<file path="src/rtl/multicycle_control_unit.sv">
`default_nettype none
// ============================================================================
// Module   : multicycle_control_unit
// Brief    : Main control FSM for a multicycle MIPS datapath. It steps each
//            instruction through fetch/decode/execute/memory/writeback,
//            waits on a ready handshake from unified memory, guards those
//            waits with a watchdog and flags unsupported opcodes.
// Revision : 1.0 - initial release
// ============================================================================
module multicycle_control_unit #(
  parameter bit ENABLE_ADDI = 1'b1,
  parameter bit ENABLE_JUMP = 1'b1,
  parameter int MEM_TIMEOUT = 15
) (
  input  logic       clk,
  input  logic       reset,
  input  logic [5:0] opcode,
  input  logic       mem_ready,
  output logic       iorD,
  output logic       irWrite,
  output logic       memWrite,
  output logic       regDst,
  output logic       memToReg,
  output logic       regWrite,
  output logic       aluSrcA,
  output logic [1:0] aluSrcB,
  output logic [1:0] aluop,
  output logic [1:0] pcSrc,
  output logic       pcWrite,
  output logic       branch,
  output logic       illegal_op,
  output logic       mem_timeout,
  output logic [3:0] state
);

  typedef enum logic [3:0] {
    S_FETCH    = 4'd0,
    S_DECODE   = 4'd1,
    S_MEMADR   = 4'd2,
    S_MEMREAD  = 4'd3,
    S_MEMWB    = 4'd4,
    S_MEMWRITE = 4'd5,
    S_EXECUTE  = 4'd6,
    S_ALUWB    = 4'd7,
    S_BRANCH   = 4'd8,
    S_ADDIEXEC = 4'd9,
    S_ADDIWB   = 4'd10,
    S_JUMP     = 4'd11
  } state_t;

  localparam logic [5:0] c_op_rtype = 6'b000000;
  localparam logic [5:0] c_op_lw    = 6'b100011;
  localparam logic [5:0] c_op_sw    = 6'b101011;
  localparam logic [5:0] c_op_beq   = 6'b000100;
  localparam logic [5:0] c_op_addi  = 6'b001000;
  localparam logic [5:0] c_op_j     = 6'b000010;

  // The watchdog fires on the cycle the counter reaches MEM_TIMEOUT-1,
  // i.e. on the MEM_TIMEOUT-th consecutive not-ready cycle.
  localparam bit         c_wd_enable  = (MEM_TIMEOUT != 0);
  localparam logic [7:0] c_wd_last    = 8'(MEM_TIMEOUT - 1);

  state_t     r_state;
  logic [7:0] r_wait_cnt;

  state_t     w_next;
  logic [7:0] w_next_cnt;
  logic       w_waiting;
  logic       w_expire;
  logic       w_ir_write;
  logic       w_mem_write;
  logic       w_reg_write;
  logic       w_pc_write;
  logic       w_branch;
  logic       w_illegal;

  // State and wait-counter registers.
  always_ff @(posedge clk) begin
    if (reset) begin
      r_state    <= S_FETCH;
      r_wait_cnt <= 8'd0;
    end else begin
      r_state    <= w_next;
      r_wait_cnt <= w_next_cnt;
    end
  end

  // Next-state, control outputs and watchdog, all decoded from the current state.
  always_comb begin
    w_next      = r_state;
    w_waiting   = 1'b0;
    w_expire    = 1'b0;
    w_ir_write  = 1'b0;
    w_mem_write = 1'b0;
    w_reg_write = 1'b0;
    w_pc_write  = 1'b0;
    w_branch    = 1'b0;
    w_illegal   = 1'b0;
    iorD        = 1'b0;
    regDst      = 1'b0;
    memToReg    = 1'b0;
    aluSrcA     = 1'b0;
    aluSrcB     = 2'b00;
    aluop       = 2'b00;
    pcSrc       = 2'b00;

    case (r_state)
      S_FETCH: begin
        aluSrcB    = 2'b01;
        w_waiting  = 1'b1;
        w_ir_write = mem_ready;
        w_pc_write = mem_ready;
        if (mem_ready) w_next = S_DECODE;
      end
      S_DECODE: begin
        aluSrcB = 2'b11;
        if (opcode == c_op_rtype)                      w_next = S_EXECUTE;
        else if (opcode == c_op_lw || opcode == c_op_sw) w_next = S_MEMADR;
        else if (opcode == c_op_beq)                   w_next = S_BRANCH;
        else if (ENABLE_ADDI && opcode == c_op_addi)   w_next = S_ADDIEXEC;
        else if (ENABLE_JUMP && opcode == c_op_j)      w_next = S_JUMP;
        else begin
          w_illegal = 1'b1;
          w_next    = S_FETCH;
        end
      end
      S_MEMADR: begin
        aluSrcA = 1'b1;
        aluSrcB = 2'b10;
        w_next  = (opcode == c_op_sw) ? S_MEMWRITE : S_MEMREAD;
      end
      S_MEMREAD: begin
        iorD      = 1'b1;
        w_waiting = 1'b1;
        if (mem_ready) w_next = S_MEMWB;
      end
      S_MEMWB: begin
        memToReg    = 1'b1;
        w_reg_write = 1'b1;
        w_next      = S_FETCH;
      end
      S_MEMWRITE: begin
        iorD        = 1'b1;
        w_mem_write = 1'b1;
        w_waiting   = 1'b1;
        if (mem_ready) w_next = S_FETCH;
      end
      S_EXECUTE: begin
        aluSrcA = 1'b1;
        aluop   = 2'b10;
        w_next  = S_ALUWB;
      end
      S_ALUWB: begin
        regDst      = 1'b1;
        w_reg_write = 1'b1;
        w_next      = S_FETCH;
      end
      S_BRANCH: begin
        aluSrcA  = 1'b1;
        aluop    = 2'b01;
        pcSrc    = 2'b01;
        w_branch = 1'b1;
        w_next   = S_FETCH;
      end
      S_ADDIEXEC: begin
        aluSrcA = 1'b1;
        aluSrcB = 2'b10;
        w_next  = S_ADDIWB;
      end
      S_ADDIWB: begin
        w_reg_write = 1'b1;
        w_next      = S_FETCH;
      end
      S_JUMP: begin
        pcSrc      = 2'b10;
        w_pc_write = 1'b1;
        w_next     = S_FETCH;
      end
      default: w_next = S_FETCH;
    endcase

    // A ready in the same cycle always wins over the watchdog.
    if (c_wd_enable && w_waiting && !mem_ready && (r_wait_cnt == c_wd_last)) begin
      w_expire    = 1'b1;
      w_next      = S_FETCH;
      w_ir_write  = 1'b0;
      w_pc_write  = 1'b0;
      w_reg_write = 1'b0;
    end

    if (w_expire || (w_next != r_state)) w_next_cnt = 8'd0;
    else if (w_waiting && !mem_ready)    w_next_cnt = r_wait_cnt + 8'd1;
    else                                 w_next_cnt = r_wait_cnt;
  end

  // Side-effecting strobes are suppressed for as long as reset is held.
  assign irWrite     = w_ir_write  & ~reset;
  assign pcWrite     = w_pc_write  & ~reset;
  assign memWrite    = w_mem_write & ~reset;
  assign regWrite    = w_reg_write & ~reset;
  assign branch      = w_branch    & ~reset;
  assign illegal_op  = w_illegal   & ~reset;
  assign mem_timeout = w_expire    & ~reset;
  assign state       = r_state;

endmodule
`default_nettype wire

</file>
<file path="config.mk">
export PLATFORM = sky130hd
export DESIGN_NAME = multicycle_control_unit
export DESIGN_NICKNAME = d
export VERILOG_FILES = /design/src/rtl/multicycle_control_unit.sv
export SDC_FILE = /design/constraint.sdc
export NUM_CORES = 1
export LEC_CHECK = 0
export CORE_MARGIN = 2
export CORE_UTILIZATION = 49
export CTS_BUF_LIST = sky130_fd_sc_hd__clkbuf_4
export CTS_CLUSTER_DIAMETER = 150
export DETAILED_ROUTE_END_ITERATION = 10
export PLACE_DENSITY = 0.89
export SLEW_MARGIN = 10
export SYNTH_ARGS = -nofsm -noshare
export SYNTH_HDL_FRONTEND = slang
export SYNTH_SLANG_ARGS = --single-unit
</file>
<file path="constraint.sdc">
create_clock -name clk -period 3.5 [get_ports clk]
set_clock_uncertainty 0.2 [all_clocks]
set_input_delay 1.05 -clock clk [delete_from_list [all_inputs] [get_ports clk]]
set_output_delay 1.05 -clock clk [all_outputs]
set_load 0.05 [all_outputs]
</file>
==> results.md, run 1 <==
- Wire per inst: 14.99 um
- Crit path kind: in -> out
- Fin crit share: 98.36%
- Reg-to-Reg Start: state[2]
- Worst min path class: reg -> reg
- Yosys warning total: 0
- Post-synth EDFFs: 0
- Largest net degree at the start of global routing: 16
- CTS tree: built
- Nets@finish: 195
- Area delta synth->final: 50.90%
- Worst-path clk slew: 0.07 ns
- Critical path fanouts, max: 4
- First drt pass iteration count: 4
- Hold_buf cts: 0
- Post-DRT Antenna Nets: 0
- Initial antenna violation count: 0
- Critical path startpoint category: input port
- Commonest non-fill, non-tap cell in the layout: buf_4
- FP Rows: 16
- RSZ-0062 raised after global routing: no
- Inserted Clock Buffers: 3
- Minimum hold slack: 0.3665 ns
- WL final: 3.132 mm
- Synth Register Bits: 12
- Max Buffers Root-to-Sink: 2
- Seq/Total Area, Yosys: 22.94%
- Most frequent cells in the layout: buf_4 (32), nor3_1 (17), nor2_1 (11), dfxtp_1 (11)
- Root buf cell: clkbuf_4
- Netlist Area Pre-Place: 1047 um^2
- Ys async rst share: 0%
- Clk sink count: 12
- HPWL Detailed: 2.316 mm
- Final Hold Viols: 0
- # setup viols final: 0
- Global-route wire length before repair: 4.905 mm
- Max Freq: 290.5 MHz
- CP arrival: 2.19 ns
- I/O pin count: 30
- TNS Setup: 0 ns
- Die area: 2523 um^2
- Ant. Diodes: 0
- Core ar.: 1982 um^2
- Via count: 1248
- GPL Wtd Cong: 0.9500
- Max-cap violations: 0
- DIE WIDTH: 50.23 um
- DIE HEIGHT: 50.23 um
- Post-synthesis net count: 149
- Endpoint type of the worst setup path: primary output
- Reg2reg path depth: 8
- Leakage: 0.6186 nW
- Final min period: 3.443 ns
- Critical R2R Capture: r_wait_cnt[1]
- H-tree Lvls: 1
- Ys flop type: dfxtp_1
- Post-synthesis cell type count: 42
- 1st-iter DRT viols: 51
- IO Port Bufs: 29
- Final Max Tran Viols: 0
- Mapped Cells: 138
- Starting density of the core: 52.84%
- Vias in the first global route: 1117
- R2R Setup Slk: 0.86 ns
- Final core occ: 79.73%
- Fill cell count: 130
- CP startpoint: mem_ready
- Total global routing overflow: 0
- Residual DRC: 0
- Measured slew at the worst slew-check pin: 0.5228 ns
- Syn_area_per_cell: 7.589 um^2
- Worst rel slew slack: 64.25%
- Total GRT Usage: 24.97%
- Share of cells above drive strength 1: 32.42%
- Req. time, crit path: 2.25 ns
- Post-DR vias/cell: 5.971
- PwrDens: 251.3 nW/um^2
- Status: completed
- Critical Path End: mem_timeout
- Worst skew pair latency: 0.27 ns
- Worst VDD drop: 0.2274 mV
[cell families (layout without fill, tap and decap cells)]
family                   after synthesis  in the layout  share of synthesized area (%)
XOR/XNOR                              11             11                          9.917
flip-flops                            12             12                          22.94
multiplexers                           1              1                         0.9558
AND/OR/NAND/NOR                       68             68                          36.68
buffers and inverters                 16             60                          6.930
adder cells (fa/ha/maj)                2              2                          2.389
AO/OA/AOI/OAI                         28             28                          20.19
[Yosys cell counts (all sizes together) (2+ instances only)]
cell type | n | area (um^2)
nand4 | 3 | 18.77
buf | 5 | 31.28
a211oi | 2 | 15.01
a2111oi | 3 | 51.30
and3 | 4 | 25.02
xnor2 | 3 | 33.79
nand2 | 7 | 26.28
nor4 | 6 | 37.54
nor3 | 19 | 100.1
xor2 | 8 | 70.07
inv | 5 | 18.77
a31oi | 3 | 18.77
nand2b | 3 | 26.27
ha | 2 | 25.02
a21oi | 7 | 35.03
nor2 | 12 | 45.04
nand3 | 7 | 35.03
o21ai | 6 | 33.78
clkbuf | 6 | 22.52
dfxtp | 12 | 240.2
nor3b | 2 | 26.28
o211ai | 3 | 22.52
[report_power, final]
group | leakage, nW | switching (mW) | internal [mW]
clock network | 0.0138 | 0.0443 | 0.0399
registers | 0.0977 | 0.0105 | 0.141
logic | 0.507 | 0.0969 | 0.0649
[critical path, stage by stage]
cell       delay [ns]
clkbuf_2         0.13
a2111oi_4        0.39
nor2b_4          0.22
nor3b_4          0.22
buf_12           0.16
[timing repair]
action | CTS | global route
pin swaps | 3 | 1
resized for setup | 10 | 4
hold endpoints to repair | 0 | 0
buffers inserted | 1 | 2
endpoints found under the setup margin | 6 | 3
[flip-flops by register name, summed over array words and instances (netlist names)]
register    count
r_wait_cnt      8
state           4
[per-stage QoR]
step                std cells  cell area (um^2)  worst slack (ns)  power (mW)
floorplan                 138              1085           -0.3895      0.2567
global placement          203              1533           -0.1716      0.3096
detailed placement        203              1533           -0.2390      0.3156
CTS                       207              1563           0.02079      0.3950
global route              209              1580          0.001228      0.4102
finish                    209              1580           0.05731      0.3972
[routing by layer]
layer | wire [um] | global-route usage, % | part of all wire [%] | up-vias
met5 | 0 | 0 | 0 | -
met3 | 234 | 2.381 | 7.5 | 10
met4 | 44 | 9.722 | 1.4 | 0
met1 | 1260 | 31.07 | 40 | 568
met2 | 1592 | 43.86 | 51 | 74
li1 | - | - | - | 596
[area by class of cell]
| type | instances | area [um^2] | share of cell area, % |
|---|---|---|---|
| multi-input combinational | 110 | 785.8 | 49.72 |
| sequential | 12 | 241.5 | 15.28 |
| inverter | 5 | 18.77 | 1.188 |
| clock buffer | 3 | 22.52 | 1.425 |
| tap | 27 | 33.78 | 2.138 |
| timing repair buffer | 52 | 478.0 | 30.25 |
[worst min-delay path by stage]
stage | startpoint | cells after the start | endpoint
2_1_floorplan | r_wait_cnt[3] | 2 | r_wait_cnt[3]
3_3_place_gp | r_wait_cnt[7] | 2 | r_wait_cnt[7]
3_5_place_dp | r_wait_cnt[3] | 2 | r_wait_cnt[3]
4_1_cts | r_wait_cnt[3] | 2 | r_wait_cnt[3]
5_1_grt | r_wait_cnt[3] | 2 | r_wait_cnt[3]
6_report | r_wait_cnt[3] | 2 | r_wait_cnt[3]
Power figures use the tool's default switching activity.
==> inputs of run 2 (changes only) <==
--- a/config.mk
+++ b/config.mk
@@ -6,10 +6,11 @@
 export NUM_CORES = 1
 export LEC_CHECK = 0
+export ABC_AREA = 1
 export CORE_MARGIN = 2
-export CORE_UTILIZATION = 49
+export CORE_UTILIZATION = 51
 export CTS_BUF_LIST = sky130_fd_sc_hd__clkbuf_4
 export CTS_CLUSTER_DIAMETER = 150
 export DETAILED_ROUTE_END_ITERATION = 10
-export PLACE_DENSITY = 0.89
+export PLACE_DENSITY = 0.9
 export SLEW_MARGIN = 10
 export SYNTH_ARGS = -nofsm -noshare
==> constraint.sdc (replaced) <==
create_clock -name clk -period 3.5 [get_ports clk]
set_clock_uncertainty 0.2 [all_clocks]
set_input_delay 1.05 -clock clk [delete_from_list [all_inputs] [get_ports clk]]
set_output_delay 1.05 -clock clk [all_outputs]
set_load 0.01 [all_outputs]
==> results.md, run 2 <==
- Total global routing overflow: 0 (unchanged)
- Ys async rst share: 0% (unchanged)
- Worst VDD drop: 0.1860 mV (-18%)
- Worst rel slew slack: 77.96% (+14 points)
- Reg-to-Reg Start: state[0]
- Synth top area cells: dfxtp_1 (20%), nand2_1 (12%), inv_1 (11%)
- Ys flop type: dfxtp_1
- Final std cells w/o fill: 259 (+24%)
- IO Port Bufs: 29 (unchanged)
- Most common cell in the netlist: nand2_1
- Vias in the first global route: 1151 (+3.0%)
- Part of the power in registers: 45.7% (+7.6 points)
- M2 GR Usage: 37.76% (-6.1 points)
- Req. time, crit path: 2.25 ns (about the same)
- Worst skew pair latency: 0.27 ns (about the same)
- CP max-delay cell: clkdlybuf4s50_1
- Post-synthesis cell type count: 27 (-36%)
- Commonest non-fill, non-tap cell in the layout: nand2_1
- RSZ-0062 raised after global routing: no
- H-tree Lvls: 1 (unchanged)
- Post-synthesis net count: 202 (+36%)
- Sw Share: 31.35% (-6.9 points)
- Residual DRC: 0 (unchanged)
- CP arrival: 2.17 ns (-0.02 ns)
- Core ar.: 2191 um^2 (+11%)
- Final core occ: 74.24% (-5.5 points)
- Biggest register: r_wait_cnt
- Clk sink count: 12 (unchanged)
- Via count: 1301 (+4.2%)
- Root buf cell: clkbuf_4
- Endpoint type of the worst setup path: primary output
- Post-Place Setup Slack: -0.3363 ns (-0.09723 ns)
- Die area: 2714 um^2 (+7.6%)
- Worst min path class: reg -> reg
- Max-cap violations: 0 (unchanged)
- # setup viols final: 0 (unchanged)
- Ant. Diodes: 0 (unchanged)
- Nets@finish: 244 (+25%)
- Netlist Area Pre-Place: 1180 um^2 (+13%)
- GPL Wtd Cong: 0.8452 (-11%)
- Fraction of synthesized cell area taken by the top area cell type: 20.36% (-2.6 points)
- Seq/Total Area, Yosys: 20.36% (-2.6 points)
- CP peak stage delay: 0.56 ns (+0.17 ns)
- Post-DRT Antenna Nets: 0 (unchanged)
- Top delay family on crit path: buffers and inverters
- Top cell type by total area after synthesis: dfxtp_1
- CTS tree: built
- Most frequent cells in the layout: nand2_1 (37), inv_1 (33), nor2_1 (26)
- CP startpoint: reset
- Clk pwr share: 26.3% (+5.1 points)
- Post-DR vias/cell: 5.023 (-16%)
- Mapped Cells: 191 (+38%)
- Largest register FFs: 8 (unchanged)
- Fill cell count: 173 (+33%)
- Final Max Tran Viols: 0 (unchanged)
- Synth cell count leaders: nand2_1 (37), inv_1 (34), nor2_1 (31)
- Post-CTS Setup Bufs: 0 (-1)
- Comb pwr share: 28.0% (-13 points)
- Hold_buf cts: 0 (unchanged)
- Starting density of the core: 53.85% (+1.0 points)
- Total GRT Usage: 23.09% (-1.9 points)
- GR Layer Usage met3: 5.172% (+2.8 points)
- Critical path startpoint category: input port
- Synth Register Bits: 12 (unchanged)
- Worst Slack Setup Final: 0.08372 ns (+0.02642 ns)
- GRT Max-Usage Layer: met2
- DIE HEIGHT: 52.10 um (+3.7%)
- HPWL Detailed: 2.251 mm (-2.8%)
- Critical path cell sequence: dlygate4sd2_1, nor3_1, clkdlybuf4s50_1
- Placed insts: 256 (+26%)
- Bufs and invs on worst path: 2 (unchanged)
- Crit path kind: in -> out
- Hold Path Origin: r_wait_cnt[7]
- PwrDens: 191.3 nW/um^2 (-24%)
- Total net switching power: 97.53 uW (-36%)
- Largest net degree at the start of global routing: 10 (-6)
- Worst-path clk slew: 0.07 ns (about the same)
- Share of cells above drive strength 1: 21.65% (-11 points)
- Max Buffers Root-to-Sink: 2 (unchanged)
- P_int: 213.6 uW (-13%)
- FP Rows: 17 (+1)
- Max Freq: 292.7 MHz (+0.77%)
- Final Hold Viols: 0 (unchanged)
- Leakage: 0.7849 nW (+27%)
- Area delta synth->final: 37.86%
- Yosys warning total: 0 (unchanged)
- DIE WIDTH: 52.10 um (+3.7%)
- Fin crit share: 97.61% (-0.75 points)
- Critical path fanouts, max: 8 (+4)
- Wire per inst: 10.97 um (-27%)
- Initial antenna violation count: 0 (unchanged)
- Final min period: 3.416 ns (-0.02642 ns)
- Status: completed
- Syn_area_per_cell: 6.177 um^2 (-19%)
- WL final: 2.840 mm (-9.3%)
- Post-synth EDFFs: 0 (unchanged)
- 1st-iter DRT viols: 41 (-20%)
- First drt pass iteration count: 4 (unchanged)
- Inserted Clock Buffers: 3 (unchanged)
- I/O pin count: 30 (unchanged)
- GR Util met1: 31.75% (+0.68 points)
- Global-route wire length before repair: 4.788 mm (-2.4%)
- Measured slew at the worst slew-check pin: 0.3307 ns (-0.1921 ns)
[run 2: worst paths after layout]
path,to,slack [ns],cells past startpoint
setup reg to reg,r_wait_cnt[5],1.56,10
setup / recovery,branch,0.08,3
hold / removal,r_wait_cnt[7],0.39,2
hold reg to reg,r_wait_cnt[7],0.39,2
[run 2: kinds of logic (layout without fill, tap and decap cells)]
logic type | after synthesis | count (layout) | synth area share (%)
AND/OR/NAND/NOR | 115 | 115 | 52.70
flip-flops | 12 | 12 | 20.36
XOR/XNOR | 5 | 5 | 3.711
buffers and inverters | 39 | 79 | 12.83
AO/OA/AOI/OAI | 18 | 18 | 8.272
adder cells (fa/ha/maj) | 2 | 2 | 2.121
[run 2: power groups by stage]
stage                     sequential [mW]  clock (mW)  combinational (mW)
final                               0.142      0.0819              0.0870
after global routing                0.142      0.0939              0.0949
after CTS                           0.142      0.0845              0.0842
after detailed placement            0.145           0              0.0853
after global placement              0.145           0              0.0846
after floorplan                     0.145           0              0.0502
[run 2: final cells by class]
class                      count  area, um^2  share of cell area, %
clock buffer                   3       22.52                  1.385
inverter                      37       140.1                  8.615
multi-input combinational    140       820.8                  50.46
sequential                    12       240.2                  14.77
tap                           28       35.03                  2.154
timing repair buffer          39       367.9                  22.62
[run 2: worst reg2reg max path, cell delays in order, from the launching register on]
cell     delay [ns]
dfxtp_1        0.47
nand2_1        0.17
inv_1          0.12
nand2_1        0.11
nand3_4        0.12
nand3_4        0.07
buf_4          0.17
o21ai_2        0.07
nand2_1        0.11
nand3_4        0.16
nor3_2         0.06
[run 2: what timing repair did]
item,in CTS,in global routing
endpoints found under the setup margin,7,1
gates resized for setup,7,15
hold endpoints to repair,0,0
pin swaps,0,1
[run 2: per-layer routing]
| metal | up-vias | wire, um |
|---|---|---|
| met5 | - | 0 |
| met4 | 0 | 0 |
| met3 | 0 | 137 |
| met2 | 33 | 1384 |
| met1 | 587 | 1318 |
| li1 | 681 | - |
[run 2: per-stage QoR]
stage	hold slack, ns	instance area (um^2)	power [mW]	setup TNS (ns)
after floorplan	0.3457	1180	0.1952	0
after global placement	0.3640	1569	0.2297	-1.046
after CTS	0.3861	1588	0.3108	-0.07963
final	0.3893	1627	0.3111	0
after detailed placement	0.3765	1569	0.2306	-1.112
after global routing	0.4439	1627	0.3312	0
